`config.mk`:
```
export PLATFORM = sky130hd
export DESIGN_NAME = uart_packet_scheduler
export DESIGN_NICKNAME = d
export VERILOG_FILES = /design/src/rtl/uart_packet_scheduler.sv
export SDC_FILE = /design/constraint.sdc
export NUM_CORES = 1
export LEC_CHECK = 0
export BUFFER_PORTS_ARGS = -buffer_cell sky130_fd_sc_hd__clkbuf_2
export CAP_MARGIN = 20
export CORE_MARGIN = 5
export CORE_UTILIZATION = 40
export DETAILED_ROUTE_END_ITERATION = 8
export GPL_TIMING_DRIVEN = 0
export PLACE_DENSITY = 0.65
export REMOVE_ABC_BUFFERS = 1
export SKIP_LAST_GASP = 1
export SLEW_MARGIN = 20
export SYNTH_ARGS = -nofsm -noshare
export SYNTH_HDL_FRONTEND = slang
export SYNTH_SLANG_ARGS = --single-unit
```
`constraint.sdc`:
```
create_clock -name Clock -period 2.4 [get_ports Clock]
set_clock_uncertainty 0.1 [all_clocks]
set_input_delay 0.24 -clock Clock [delete_from_list [all_inputs] [get_ports Clock]]
set_output_delay 0.24 -clock Clock [all_outputs]
set_load 0.05 [all_outputs]
```
`src/rtl/uart_packet_scheduler.sv`:
```
// Round-robin arbiter sharing one byte-wide UART transmitter among four 16-bit requesters.
// Each grant becomes a 3-byte packet: header {HDR_TAG,2'b00,ch}, word[15:8], word[7:0].
module uart_packet_scheduler #(
  parameter logic [3:0] HDR_TAG = 4'hA
) (
  input  logic        Clock,
  input  logic        Reset,
  input  logic [3:0]  Req,
  input  logic [3:0]  ChEnable,
  input  logic [63:0] Data,
  output logic [3:0]  Ack,
  output logic        TxStart,
  output logic [7:0]  TxData,
  input  logic        TxBusy,
  output logic        Busy,
  output logic [15:0] PacketCount
);

  typedef enum logic [2:0] {IDLE, SEND_HDR, SEND_HI, SEND_LO, GAP} state_t;

  state_t      state;
  logic [1:0]  last_grant;
  logic [1:0]  ch;
  logic [1:0]  byte_sel;
  logic [15:0] word;

  logic [3:0]  eligible;
  logic        grant_valid;
  logic [1:0]  grant_ch;

  // Scan from the lowest priority offset upward so the nearest channel after last_grant wins.
  always_comb begin
    eligible    = Req & ChEnable;
    grant_valid = 1'b0;
    grant_ch    = last_grant;
    for (int unsigned i = 4; i > 0; i--) begin
      if (eligible[last_grant + 2'(i)]) begin
        grant_valid = 1'b1;
        grant_ch    = last_grant + 2'(i);
      end
    end
  end

  assign Busy = (state != IDLE);

  always_ff @(posedge Clock or posedge Reset) begin
    if (Reset) begin
      state       <= IDLE;
      last_grant  <= 2'd3;
      ch          <= '0;
      byte_sel    <= '0;
      word        <= '0;
      Ack         <= '0;
      TxStart     <= 1'b0;
      TxData      <= '0;
      PacketCount <= '0;
    end else begin
      Ack     <= '0;
      TxStart <= 1'b0;
      case (state)
        IDLE: begin
          if (grant_valid) begin
            word       <= Data[{grant_ch, 4'b0000} +: 16];
            ch         <= grant_ch;
            last_grant <= grant_ch;
            Ack        <= 4'b0001 << grant_ch;
            state      <= SEND_HDR;
          end
        end
        SEND_HDR: begin
          if (!TxBusy) begin
            TxStart  <= 1'b1;
            TxData   <= {HDR_TAG, 2'b00, ch};
            byte_sel <= 2'd1;
            state    <= GAP;
          end
        end
        SEND_HI: begin
          if (!TxBusy) begin
            TxStart  <= 1'b1;
            TxData   <= word[15:8];
            byte_sel <= 2'd2;
            state    <= GAP;
          end
        end
        SEND_LO: begin
          if (!TxBusy) begin
            TxStart  <= 1'b1;
            TxData   <= word[7:0];
            byte_sel <= 2'd3;
            state    <= GAP;
          end
        end
        GAP: begin
          case (byte_sel)
            2'd1:    state <= SEND_HI;
            2'd2:    state <= SEND_LO;
            default: begin
              state       <= IDLE;
              PacketCount <= PacketCount + 16'd1;
            end
          endcase
        end
        default: state <= IDLE;
      endcase
    end
  end

endmodule

```
==> results.md <==
* Critical path peak fanout at 14
* Cell repeated most along the worst path: buf_6
* Worst r2r dst: word[11]$_DFFE_PP0P_
* Critical path's top delay family: flip-flops
* Nets at 442
* Crit path launch: last_grant[1]$_DFFE_PP1P_
* Die Wd at 95.2 µm
* Syn avg cell area at 11.1 µm²
* CP Cell Sequence: nor2_1 -> o311ai_4 -> buf_6 -> buf_6 -> mux2i_1 -> o221ai_2
* Max transition margin at 0.562
* Synth area leader: dfrtp_1
* DR vias at 2326
* IO Count at 105
* Async SR Flop Fraction at 1.00
* Worst-margin pin slew at 0.657 ns
* Psw at 1.81 mW
* Htree depth at 2
* Seq cells post-synth at 54
* First-pass GRT wire length at 10700 µm
* CTS tree: done
* Initial Util at 0.404
* Final hold violations at 0
* Pre-CTS setup slack at -0.130 ns
* Dpl hpwl at 4830 µm
* Post-Synthesis Cells at 261
* Hold Path End: word[2]$_DFFE_PP0P_
* Total die area at 0.00906 mm²
* Largest net degree at the start of global routing at 55
* Final-report setup violation count at 0
* Min Hold Slack at 0.142 ns
* Period Utilization, post-route at 0.907
* Slowest cell on the critical path: dfstp_2
* Slowest cell delay on critical path at 0.65 ns
* Clock Tree Buf Depth at 2
* Synth top area share at 0.448
* Vert. Die Dim at 95.2 µm
* Pint at 2.45 mW
* Start point of the worst hold path: Data[2]
* CTS Sinks at 54
* Reg2Reg Depth at 6
* VDD IR max at 0.000468 V
* Hold depth at 3
* CTS root buffer: clkbuf_8
* Combinational power share at 0.476
* Max-cap violations at 0
* Clock slew at reported path FFs at 0.10 ns
* Worst skew pair latency at 0.30 ns
* Critical path arrival at 2.25 ns
* Clock share of power at 0.171
* Antenna-violating nets left at 0
* Top cells by area, synth: dfrtp_1 (45%), mux2i_1 (13%), o221ai_2 (4.7%)
* RSZ-0062 raised after global routing: no
* Kind of critical path: register to register
* Crit path required time at 2.48 ns
* Drt pass-1 iters at 7
* Synthesis-to-finish area growth at 25.4%
* Layout cell share with drive strength beyond 1 at 0.374
* Core ar. at 0.00718 mm²
* DRC at 0
* Post-Route WL at 6400 µm
* Pleak at 1.92 nW
* YS warnings at 0
* Sequential-to-total area share from yosys stat at 0.467
* Slew Limit Fails at 0
* GP Congestion at 0.837
* Worst hold path type: input port to register
* Seq pwr share at 0.352
* Switching share of power at 0.425
* CP Capture Type: register
* Main flop type after synthesis: dfrtp_1
* Max frequency at 459 MHz
* Cell variety after synth at 47
* Worst Slack Setup Final at 0.223 ns
* Congestion Overflow GR at 0
* Post-Syn Area at 0.00290 mm²
* Critical path startpoint category: register
* PortBufs at 104
* Ant diodes at 0
* Worst r2r src: last_grant[1]$_DFFE_PP1P_
* Post-synth EDFFs at 0
* GRT Total Usage at 0.148
* Power per cell area at 1170 mW/mm²
* Status: finished clean
* Fin crit period at 2.18 ns
* Placed insts at 455
* # rows at 31
* CP Buf/Inv Count at 2
* Vias per inst at 5.00
* Fin cells at 465
* WL/cell at 13.8 µm
* R2R setup slack at 0.22 ns
* Num CTS Buffers at 5
* Vias in the first global route at 2396
* Iteration-0 DRC Markers at 97
* Initial antenna violation count at 0
[kinds of logic (layout without fill, tap and decap cells)]
| family | Yosys count | in the layout | share of synthesized area |
|---|---|---|---|
| AOI/OAI and AO/OA | 45 | 45 | 0.147 |
| adders and majority gates | 2 | 2 | 0.00862 |
| buffers and inverters | 20 | 125 | 0.0513 |
| muxes | 38 | 38 | 0.132 |
| xor gates and xnor gates | 15 | 15 | 0.0453 |
| and+or+nand+nor | 87 | 87 | 0.150 |
| DFF | 54 | 54 | 0.467 |
[layout by cell type, fill, tap and decap left out, types with 2 or more instances in the layout]
cell and n:
o21ai_0 5, nor3_1 5, nand3_1 8, a222oi_1 3, xnor2_1 10, ha_1 2
nand4_1 4, nand2b_1 2, xor2_1 5, nand2_2 2, or3_1 2, mux2i_1 37
clkbuf_2 104, nand2_1 32, a21oi_1 7, bufinv_16 2, buf_6 2, o21a_1 2
inv_1 8, o221ai_2 9, dfrtp_1 52, and3_1 11, dfstp_2 2, clkbuf_8 6
o221ai_1 7, nor2_1 12
[worst min-delay path, stage by stage]
cell,delay [ns]
clkbuf_2,0.07
mux2i_1,0.06
o221ai_1,0.13
[per-layer routing]
metal	track usage	vias up	routed length, µm
li1	-	1160	-
met1	0.193	1097	2870
met2	0.245	67	3000
met3	0.0410	2	511
met4	0.0300	0	24
met5	0	-	0
[flip-flops by register name (all words and copies together), names as in the netlist]
| register | count |
|---|---|
| byte_sel | 2 |
| PacketCount | 16 |
| TxData | 8 |
| last_grant | 2 |
| Ack | 4 |
| state | 3 |
| word | 16 |
| TxStart | 1 |
| ch | 2 |
[through the flow]
| stage | total power, mW | cell area (µm²) | TNS, ns | utilization |
|---|---|---|---|---|
| final | 4.25 | 3640 | 0 | 0.507 |
| after global routing | 4.58 | 3640 | 0 | 0.507 |
| after CTS | 4.31 | 3630 | 0 | 0.506 |
| after detailed placement | 3.55 | 3470 | -0.714 | 0.484 |
| after global placement | 3.56 | 3430 | -82.63 | 0.478 |
| after floorplan | 3.07 | 2790 | -59.31 | - |
[power by group through the flow]
stage          clock network [mW]  logic (mW)  registers [mW]
6_report                    0.729        2.02            1.50
5_1_grt                     0.785        2.24            1.55
4_1_cts                     0.744        2.06            1.50
3_5_place_dp                    0        2.04            1.51
3_3_place_gp                    0        2.06            1.50
2_1_floorplan                   0        1.25            1.82
[cell type report]
type                            instances  area [µm²]
Fill cell                             681        3540
Multi-Input combinational cell        187        1420
Sequential cell                        54        1350
Timing Repair Buffer                  108         561
Tap cell                               99         124
Clock buffer                            6        82.6
Clock inverter                          2        60.1
Inverter                                9        36.3
[worst max path at each step]
stage,cells after the start,endpoint,slack (ns)
after floorplan,4,word[10]$_DFFE_PP0P_,-2.82
after global placement,4,word[10]$_DFFE_PP0P_,-4.09
after detailed placement,6,word[11]$_DFFE_PP0P_,-0.13
after CTS,4,word[13]$_DFFE_PP0P_,0.01
after global routing,6,TxData[4]$_DFFE_PP0P_,0.02
final,6,word[11]$_DFFE_PP0P_,0.22
[cell usage after synthesis, types with 2 or more instances]
library cell and count:
o21ai_0 5, nand2_1 33, nand2b_1 3, nand4_1 4, a21oi_1 7, nor3_1 5, ha_1 2, nor2_1 12
nand3_1 8, o21a_1 2, or3_1 2, a222oi_1 3, dfrtp_1 52, buf_12 2, o221ai_2 9, o221ai_1 7
mux2i_1 37, xor2_1 5, buf_6 5, xnor2_1 10, clkbuf_1 3, dfstp_2 2, and3_1 11, inv_1 9
[what timing repair did]
action | in CTS | in global routing
endpoints found under the hold margin | 52 | 0
pin swaps | 1 | 0
setup endpoints to repair | 7 | 17
cloned | 0 | 0
resized for setup | 0 | 2
hold buffers | 1 | 0
buffers inserted | 1 | 0
Note: power is estimated with default switching activity, not from simulation.
